<file path="src/rtl/mac_feed_ctrl.sv">
// Skewed feed sequencer for the 8-MAC systolic chain: drains the A-row and B FIFOs
// so row i's k-th element meets B[k] at MAC i. Optional cycle counter: MAC_FEED_PERF_EN.
module mac_feed_ctrl #(
    parameter int DATA_WIDTH = 8,
    parameter int ROWS       = 8,
    parameter int VEC_LEN    = 8
) (
    input  logic                  clk,
    input  logic                  rst,
    input  logic                  start,
    input  logic [ROWS-1:0]       a_wrfull,
    input  logic [ROWS-1:0]       a_rdempty,
    input  logic                  b_wrfull,
    input  logic                  b_rdempty,
    input  logic [DATA_WIDTH-1:0] b_q,
    output logic [ROWS-1:0]       a_rdreq,
    output logic                  b_rdreq,
    output logic                  mac_clr,
    output logic                  mac_en,
    output logic [DATA_WIDTH-1:0] mac_b,
    output logic                  busy,
    output logic                  done,
    output logic                  start_err,
    output logic                  underflow,
    output logic [15:0]           perf_cycles
);

    typedef enum logic [2:0] {
        S_IDLE  = 3'd0,
        S_CLR   = 3'd1,
        S_FEED  = 3'd2,
        S_DRAIN = 3'd3,
        S_DONE  = 3'd4
    } state_t;

    localparam int CNT_W = $clog2(VEC_LEN + ROWS + 2);

    state_t             state_reg, state_next;
    logic [CNT_W-1:0]   cnt_reg, cnt_next;
    logic [ROWS-2:0]    skew_reg;
    logic               mac_en_reg;
    logic               start_err_reg;
    logic               underflow_reg;
    logic               all_full;

    assign all_full = (&a_wrfull) & b_wrfull;

    always_ff @(posedge clk or posedge rst) begin
        if (rst) begin
            state_reg <= S_IDLE;
            cnt_reg   <= '0;
        end else begin
            state_reg <= state_next;
            cnt_reg   <= cnt_next;
        end
    end

    always_comb begin
        state_next = state_reg;
        cnt_next   = cnt_reg;
        case (state_reg)
            S_IDLE: begin
                if (start && all_full) begin
                    state_next = S_CLR;
                end
            end
            S_CLR: begin
                state_next = S_FEED;
                cnt_next   = '0;
            end
            S_FEED: begin
                if (cnt_reg == CNT_W'(VEC_LEN - 1)) begin
                    state_next = S_DRAIN;
                    cnt_next   = '0;
                end else begin
                    cnt_next = cnt_reg + 1'b1;
                end
            end
            // ROWS+1 cycles: the last skewed read reaches MAC ROWS-1 and is accumulated
            S_DRAIN: begin
                if (cnt_reg == CNT_W'(ROWS)) begin
                    state_next = S_DONE;
                    cnt_next   = '0;
                end else begin
                    cnt_next = cnt_reg + 1'b1;
                end
            end
            S_DONE: begin
                state_next = S_IDLE;
            end
            default: begin
                state_next = S_IDLE;
                cnt_next   = '0;
            end
        endcase
    end

    always_comb begin
        mac_clr = (state_reg == S_CLR);
        b_rdreq = (state_reg == S_FEED);
        busy    = (state_reg == S_CLR) || (state_reg == S_FEED) || (state_reg == S_DRAIN);
        done    = (state_reg == S_DONE);
    end

    // Stage j of the skew register holds b_rdreq delayed j+1 cycles
    always_ff @(posedge clk or posedge rst) begin
        if (rst) begin
            skew_reg <= '0;
        end else begin
            skew_reg[0] <= b_rdreq;
            for (int j = 1; j < ROWS - 1; j++) begin
                skew_reg[j] <= skew_reg[j-1];
            end
        end
    end

    assign a_rdreq[0] = b_rdreq;
    generate
        for (genvar gi = 1; gi < ROWS; gi++) begin : g_skew_tap
            assign a_rdreq[gi] = skew_reg[gi-1];
        end
    endgenerate

    always_ff @(posedge clk or posedge rst) begin
        if (rst) begin
            mac_en_reg    <= 1'b0;
            start_err_reg <= 1'b0;
            underflow_reg <= 1'b0;
        end else begin
            mac_en_reg    <= b_rdreq;
            start_err_reg <= (state_reg == S_IDLE) && start && !all_full;
            if ((|(a_rdreq & a_rdempty)) || (b_rdreq && b_rdempty)) begin
                underflow_reg <= 1'b1;
            end
        end
    end

    assign mac_en    = mac_en_reg;
    assign mac_b     = b_q;
    assign start_err = start_err_reg;
    assign underflow = underflow_reg;

`ifdef MAC_FEED_PERF_EN
    logic [15:0] perf_cnt_reg;
    logic [15:0] perf_cycles_reg;

    // The accepting edge counts as cycle 1, so the snapshot equals start-to-done latency
    always_ff @(posedge clk or posedge rst) begin
        if (rst) begin
            perf_cnt_reg    <= '0;
            perf_cycles_reg <= '0;
        end else begin
            if ((state_reg == S_IDLE) && (state_next == S_CLR)) begin
                perf_cnt_reg <= 16'd1;
            end else if (busy && (perf_cnt_reg != 16'hFFFF)) begin
                perf_cnt_reg <= perf_cnt_reg + 16'd1;
            end
            if ((state_reg == S_DRAIN) && (state_next == S_DONE)) begin
                perf_cycles_reg <= (perf_cnt_reg == 16'hFFFF) ? 16'hFFFF : perf_cnt_reg + 16'd1;
            end
        end
    end

    assign perf_cycles = perf_cycles_reg;
`else
    assign perf_cycles = '0;
`endif

endmodule

</file>
<file path="config.mk">
export PLATFORM = sky130hd
export DESIGN_NAME = mac_feed_ctrl
export DESIGN_NICKNAME = d
export VERILOG_FILES = /design/src/rtl/mac_feed_ctrl.sv
export SDC_FILE = /design/constraint.sdc
export NUM_CORES = 1
export LEC_CHECK = 0
export ABC_AREA = 1
export BUFFER_PORTS_ARGS = -buffer_cell sky130_fd_sc_hd__buf_2
export CAP_MARGIN = 20
export CORE_AREA = 4 4 63 65
export CTS_CLUSTER_DIAMETER = 50
export CTS_CLUSTER_SIZE = 12
export DETAILED_ROUTE_END_ITERATION = 12
export DIE_AREA = 0 0 67 69
export GPL_TIMING_DRIVEN = 0
export PLACE_DENSITY = 0.6
export SETUP_SLACK_MARGIN = 0.5
export SYNTH_ARGS = -nofsm -noshare
export SYNTH_HDL_FRONTEND = slang
export SYNTH_SLANG_ARGS = --single-unit
export TNS_END_PERCENT = 100
</file>
<file path="constraint.sdc">
create_clock -name clk -period 1.2 [get_ports clk]
set_input_delay 0.36 -clock clk [delete_from_list [all_inputs] [get_ports clk]]
set_output_delay 0.36 -clock clk [all_outputs]
set_load 0.01 [all_outputs]
</file>
==> results.txt, run 1 <==
The kind of end point of the critical path is a primary output. The worst register-to-register path begins at state_reg[0]. Total detailed-routing wirelength: 2570 um. For the total area of multi-input combinational cells, the log shows 475 um2.

Ranked by total cell area, the synthesized netlist is headed by sky130_fd_sc_hd__dfrtp_1 42%, sky130_fd_sc_hd__buf_4 19%, sky130_fd_sc_hd__inv_1 4.5%. For the final database, setup skew stands at 0.00525 ns. Counting stages on the worst path, the most repeated cell is sky130_fd_sc_hd__buf_6.

At the placement stage, the worst setup path has a slack of -0.0954 ns. The total area inside the core boundary comes to 3340 um2. The reg-to-reg critical path endpoint is cnt_reg[3].

The number of diodes is 0. The worst voltage drop across the vdd grid came out at 638 uV. The fill cell total of the finished layout was 312.

The number of global-route vias before repair was 952; the leakage dissipation was 0.928 nW. Number of flops mapped to enable cells by yosys: 0. sky130_fd_sc_hd__dfrtp_1 takes more of the synthesized area than any other cell.

The setup check on the worst reg-to-reg path leaves a slack of -0.16 ns. In this run, CTS created clock tree buffers numbering 3. The final reports fail on negative setup slack. The global placer's final weighted congestion was 0.778; the count of distinct cell types in the synthesized netlist was 21. For this design, the CTS-stage hold fixing added 0 buffers.

In this run the worst path has a maximum fanout of 4. Walking the worst path, the cells encountered are inv_2, nand2_4, nor2_4, buf_6, buf_6. The count of port buffers added during placement is 43.

After clock tree synthesis, the clock-pin slew on the worst setup and hold paths is 0.10 ns. The Yosys step of the flow raised 0 warnings. Entering global routing, the biggest net connects 18 pins. The run finished, with violations left.

Critical path's top delay family: flip-flops. The flip-flop count of the largest register after layout is 7. Among all flip-flop cells after synthesis, the most frequent one is sky130_fd_sc_hd__dfrtp_1.

The clock net sink count was 17; the total negative setup slack was -2.71 ns. The tools report the initial standard-cell utilization of the core as 0.301. The width of the die is 67 um. Row generation in the floorplan step produced 21 rows. For this run the aggregate overflow at the end of global routing stands at 0. The final critical delay including setup and external delays is 1.56 ns. The count of nets left with antenna violations once routing finished came out at 0. The fraction of layout instances using a drive strength above 1 was 0.600; the source-to-sink clock delay at the later pin of the worst-skew pair was 0.29 ns.

The total stage count of the critical path was 5. After detailed routing, the average wire length per cell comes to 10.7 um. The path class of the tightest hold or removal check is in -> async. The via density per instance came out at 4.07. The worst setup margin is -0.362 ns, and the total via count after detailed routing is 981. The share of Yosys cell area claimed by the top area cell type came out at 0.424.

The longest clock path from root to sink contains 2 buffers. The global-route total usage across every layer was 0.104. For this design the ratio of total power to cell area is 2030 nW/um2. TritonCTS built the clock tree. Setup repair after global routing could not meet its margin everywhere.

Derived from the worst setup path, the maximum achievable clock frequency is 640 MHz. The slowest stage of the critical path is the sky130_fd_sc_hd__dfrtp_1 cell. The critical path contains buffers and inverters numbering 3 combined. The first global-routing pass estimated 3860 um of wire. STA puts the critical path data required time at 0.84 ns. The detailed-route DRC error count was 0; the arrival time reported for the critical path endpoint was 1.20 ns. The tools report the final setup violation count as 13. The netlist area before placement was 1000 um2.

In this run the count of I/O pins placed on the die edge is 68. After synthesis, the mean cell area works out to 8.80 um2. In this design, the stage delay of the slowest critical-path cell is 0.40 ns.

The critical path in this run is classified as reg -> out. After the first detailed-routing iteration, the DRC count stood at 24. Detailed placement finished with a half-perimeter wire length of 1980 um. The fraction of synthesis flops using an asynchronous set or reset pin was 1.00.

The CTS H-tree depth came out at 1. The flip-flop and latch count after synthesis was 17; the area of the die was 4620 um2. The first-pass detailed-route iteration total was 4. The worst register-to-register path has a depth of 6. The most frequent cell after synthesis is sky130_fd_sc_hd__buf_4. Across all hold checks on the routed design, the worst slack comes to 0.0419 ns.

The initial antenna violation count is 0, and the post-synthesis to final-layout area growth is 70.9%. The tools report the final max-slew violation count as 0. The die is 69 um tall. The run gives 0 as the final number of hold-violating endpoints. The tree is rooted in a sky130_fd_sc_hd__clkbuf_4. The tools report the number of instances in the synthesized netlist as 114. Ranked by instance count, the synthesized netlist is headed by 26 x sky130_fd_sc_hd__buf_4, 17 x sky130_fd_sc_hd__dfrtp_1, 12 x sky130_fd_sc_hd__inv_1, 12 x sky130_fd_sc_hd__nand2_1, 11 x sky130_fd_sc_hd__nor2_1. The tool flagged a number of max-cap violations equal to 0.

Type of element launching the critical path: a register. Across the whole layout, storage elements account for 427 um2. The share of the yosys chip area belonging to registers was 0.424.

The share of the cycle needed by the critical path after routing was 1.30; the final-stage net count was 227.
[metrics by stage]
step           cells  power, mW   util  cell area (um2)
2_1_floorplan    129       2.13      -             1160
3_3_place_gp     218       2.53  0.431             1440
3_5_place_dp     218       2.57  0.431             1440
4_1_cts          236       3.31  0.496             1660
5_1_grt          241       3.76  0.514             1720
6_report         241       3.48  0.514             1720
[kinds of logic (layout without fill, tap and decap cells)]
family / count (synthesis) / after routing / synth area share
compound gates: 13 / 13 / 0.0836
xor+xnor: 2 / 2 / 0.0175
fa+ha+maj: 2 / 2 / 0.0249
buf+inv: 39 / 105 / 0.243
flops: 17 / 17 / 0.424
other cells: 1 / 16 / 0.00374
simple gates: 40 / 40 / 0.203
[report_power, final]
group | internal, mW | switching [mW]
clock | 0.129 | 0.171
sequential | 0.790 | 0.198
combinational | 1.15 | 1.04
[worst max path at each step]
stage	startpoint	slack, ns	end
floorplan	state_reg[2]	0.03	a_rdreq[0]
global placement	state_reg[0]	-0.09	done
detailed placement	state_reg[0]	-0.1	done
CTS	state_reg[2]	-0.36	a_rdreq[0]
global route	state_reg[2]	-0.42	a_rdreq[0]
finish	state_reg[2]	-0.36	a_rdreq[0]
[cell type report]
| type | instances | share of cell area |
|---|---|---|
| inverters | 13 | 0.0321 |
| clock buffers | 4 | 0.0153 |
| plain buffers | 26 | 0.136 |
| multi-input cells | 73 | 0.277 |
| well taps | 46 | 0.0336 |
| flip-flops and latches | 17 | 0.249 |
| repair buffers | 62 | 0.257 |
[layer usage]
metal	wire length [um]	part of all wire	GRT usage	vias up
met2	1410	0.55	0.192	47
met4	6	0.0023	0.0428	0
met5	0	0	0	-
met3	249	0.097	0.0227	2
met1	904	0.35	0.109	442
li1	-	-	-	490
[cells in the final DEF (no fill, tap or decap), drive strengths merged]
cell / synthesis / routed
buf: 26 / 88
dfrtp: 17 / 17
conb: 1 / 16
nand2: 14 / 14
nor2: 13 / 13
inv: 13 / 12
nand3: 9 / 9
a21oi: 5 / 5
clkbuf: 0 / 4
nand4: 3 / 3
o22ai: 3 / 3
a22o: 3 / 3
xor2: 2 / 2
o21ai: 2 / 2
ha: 2 / 2
nand3b: 1 / 1
clkinvlp: 0 / 1
[timing repair]
action	in CTS	in global routing
endpoints found under the setup margin	34	51
resized for setup	18	5
pin swaps	6	3
buffers inserted	14	5
Note: power is estimated with default switching activity, not from simulation.
==> inputs of run 2 (changes only) <==
--- a/config.mk
+++ b/config.mk
@@ -14,7 +14,7 @@
 export DETAILED_ROUTE_END_ITERATION = 12
 export DIE_AREA = 0 0 67 69
 export GPL_TIMING_DRIVEN = 0
-export PLACE_DENSITY = 0.6
+export PLACE_DENSITY = 0.62
 export SETUP_SLACK_MARGIN = 0.5
 export SYNTH_ARGS = -nofsm -noshare
 export SYNTH_HDL_FRONTEND = slang
==> results.txt, run 2 (same netlist as run 1, synthesis figures left out) <==
The tools report the area of the die as 4620 um2 (unchanged). Internal reg-to-reg setup slack: -0.17 ns (was -0.16 ns). Commonest cells after routing, fill and taps aside: 31 x sky130_fd_sc_hd__buf_2, 29 x sky130_fd_sc_hd__buf_6, 29 x sky130_fd_sc_hd__buf_4 (was 32 x sky130_fd_sc_hd__buf_2, 31 x sky130_fd_sc_hd__buf_4, 25 x sky130_fd_sc_hd__buf_6). The CTS H-tree depth is 1 (unchanged), and the clock transition at the registers of the reported paths is 0.10 ns (about the same).

For the number of non-filler instances in the completed layout, the log shows 242 (was 241). The first-pass detailed-route iteration total was 4 (unchanged); the number of design-rule violations left by the first detailed-router iteration was 23 (was 24). The tools report the global-route met3 utilization as 0.0373 (was 0.0227). The final-stage net count is 228 (was 227), and the total detailed-routing wirelength is 2660 um (was 2570 um). The tools report the maximum clock frequency as 646 MHz (was 640 MHz).

The count of port buffers added during placement is 43 (unchanged), and the half-perimeter wire length after detailed placement is 1940 um (was 1980 um). Startpoint of the lowest-slack register-to-register path: state_reg[0] (unchanged). The global-route total usage across every layer was 0.109 (was 0.104).

The logs give 1760 um2 (was 1720 um2) for the final design area excluding fillers and 0 (unchanged) for the detailed-route DRC error count. TritonCTS built the clock tree. The kind of end point of the critical path was a primary output (unchanged). The clock tree root buffer cell was sky130_fd_sc_hd__clkbuf_4 (unchanged).

The flow ran to the end, but the final reports show violations. Flip-flop count of the largest register after layout: 7 (unchanged). The width of the die came out at 67 um (unchanged). The reg-to-reg critical path endpoint is state_reg[0] (was cnt_reg[3]). The tools report the number of placed I/O pins as 68 (unchanged). The category of the critical setup timing path is reg -> out (unchanged). The total via count after detailed routing was 1001 (was 981).

The run gives 218 (unchanged) as the post-placement cell count. The core outline area was 3340 um2 (unchanged). The average wire per cell in the routed design was 11.0 um (was 10.7 um); the final critical delay including setup and external delays was 1.55 ns (was 1.56 ns). The tools report the relative slew slack as 0.576. Violated checks: negative setup slack (unchanged). The post-synthesis to final-layout area growth is 75.7% (was 70.9%). The post-detailed-route count of antenna-violating nets is 0 (unchanged), and the number of diodes is 0 (unchanged). Via density per instance: 4.14 (was 4.07). The path class of the lowest-slack min-delay path is in -> async (unchanged). The maximum root-to-sink buffer count is 2 (unchanged).

The leakage dissipation was 0.942 nW (was 0.928 nW); the final number of hold-violating endpoints was 0 (unchanged). The fill cell total of the finished layout was 293 (was 312). The global placer's final weighted congestion was 0.784 (was 0.778).

The height of the die came out at 69 um (unchanged). The path depth of the worst reg2reg path works out to 7 (was 6). The data required time of the worst path was 0.84 ns (about the same); the largest fanout of any net on the critical path was 4 (unchanged). The worst voltage drop across the vdd grid came out at 784 uV (was 638 uV). The leading cell type in the layout, fill and taps excluded is sky130_fd_sc_hd__buf_2 (unchanged).

The largest clock skew in the final design was 0.00487 ns (was 0.00525 ns). For the pin with the worst max-slew slack, the measured transition is 0.636 ns. The fraction of layout instances using a drive strength above 1 was 0.622 (was 0.600).

The highest-utilization routing layer at the global route stage is met2 (unchanged). The clock net sink count was 17 (unchanged); the post-route worst hold slack was 0.131 ns (was 0.0419 ns). The logs give 0 (unchanged) for the total congestion overflow after global routing and 0 (unchanged) for the final max-slew violation count. The wire length of the first global-routing pass is 4020 um (was 3860 um). The source-to-sink clock delay at the later pin of the worst-skew pair was 0.29 ns (about the same); the number of max-cap violations was 0 (unchanged).

The final setup violation count came out at 13 (unchanged). Largest net degree at the start of global routing: 18 (unchanged). The worst setup slack before clock tree synthesis was -0.0919 ns (was -0.0954 ns); the power per cell area was 2060 nW/um2 (was 2030 nW/um2).

For the initial antenna violation count, the log shows 0 (unchanged). For the global-route track usage on met1, the log shows 0.108 (was 0.109). The run gives -0.349 ns (was -0.362 ns) as the worst setup margin. The type of element launching the critical path was a register (unchanged). The tools report the final core utilization as 0.528 (was 0.514). The arrival time reported for the critical path endpoint was 1.19 ns (was 1.20 ns); the standard-cell row count was 21 (unchanged). For the number of global-route vias before repair, the log shows 990 (was 952). The share of the cycle needed by the critical path after routing was 1.29 (was 1.30); the number of buffers created by CTS was 3 (unchanged). The placement-stage cell area was 1440 um2 (unchanged); the initial standard-cell utilization of the core was 0.301 (unchanged). The tools report the met2 usage as 0.212 (was 0.192). Setup repair after global routing could not meet its margin everywhere.
-- run 2: changes by cell type in the layout (fill, tap and decap cells not counted), moves of 2 or more --
cell and change:
sky130_fd_sc_hd__buf_4 -2, sky130_fd_sc_hd__buf_6 +4, sky130_fd_sc_hd__dfrtp_1 -2, sky130_fd_sc_hd__dfrtp_2 +2, sky130_fd_sc_hd__nor2_4 +2
-- run 2: per-stage QoR --
stage	setup TNS [ns]	power, mW
2_1_floorplan	0	2.13
3_3_place_gp	-0.243	2.52
3_5_place_dp	-0.284	2.59
4_1_cts	-2.87	3.25
5_1_grt	-3.77	3.93
6_report	-2.74	3.64
-- run 2: worst max-delay path, cell delays in order (launching register included) --
cell and delay, ns:
sky130_fd_sc_hd__dfrtp_1 0.40, sky130_fd_sc_hd__inv_2 0.10, sky130_fd_sc_hd__nand2_4 0.08, sky130_fd_sc_hd__nor2_4 0.12, sky130_fd_sc_hd__buf_6 0.11, sky130_fd_sc_hd__buf_6 0.08
-- run 2: worst max-delay path by stage --
stage | slack (ns) | cells past startpoint | start | endpoint
after global placement | -0.08 | 4 | state_reg[0] | done
after global routing | -0.43 | 5 | state_reg[2] | a_rdreq[0]
after floorplan | 0.03 | 4 | state_reg[2] | a_rdreq[0]
after detailed placement | -0.09 | 5 | state_reg[2] | a_rdreq[0]
final | -0.35 | 5 | state_reg[2] | a_rdreq[0]
after CTS | -0.37 | 4 | state_reg[0] | done
-- run 2: repair_timing --
| action | in CTS | in global routing |
|---|---|---|
| pin swaps | 3 | 8 |
| hold buffers | 0 | 0 |
| setup endpoints to repair | 34 | 34 |
| gates resized for setup | 13 | 19 |
| buffers inserted | 12 | 8 |
-- run 2: final cells by class --
type / count / area [um2] / share of cell area
multi-input combinational: 73 / 498 / 0.282
timing repair buffer: 63 / 467 / 0.265
sequential: 17 / 429 / 0.243
buffer: 26 / 233 / 0.132
tap: 46 / 57.6 / 0.0326
inverter: 13 / 51.3 / 0.0291
clock buffer: 3 / 22.5 / 0.0128
clock inverter: 1 / 5.00 / 0.00284
-- run 2: routing by layer --
| layer | up-vias | wire (um) |
|---|---|---|
| met2 | 56 | 1450 |
| met4 | 0 | 10 |
| met5 | - | 0 |
| met1 | 452 | 914 |
| met3 | 2 | 285 |
| li1 | 491 | - |
-- run 2: where the power goes --
group	total (mW)	leakage, nW	internal (mW)	switching [mW]
combinational	2.32	0.713	1.21	1.11
clock	0.308	0.0177	0.124	0.183
sequential	1.01	0.212	0.796	0.210
total	3.64	0.942	2.13	1.51
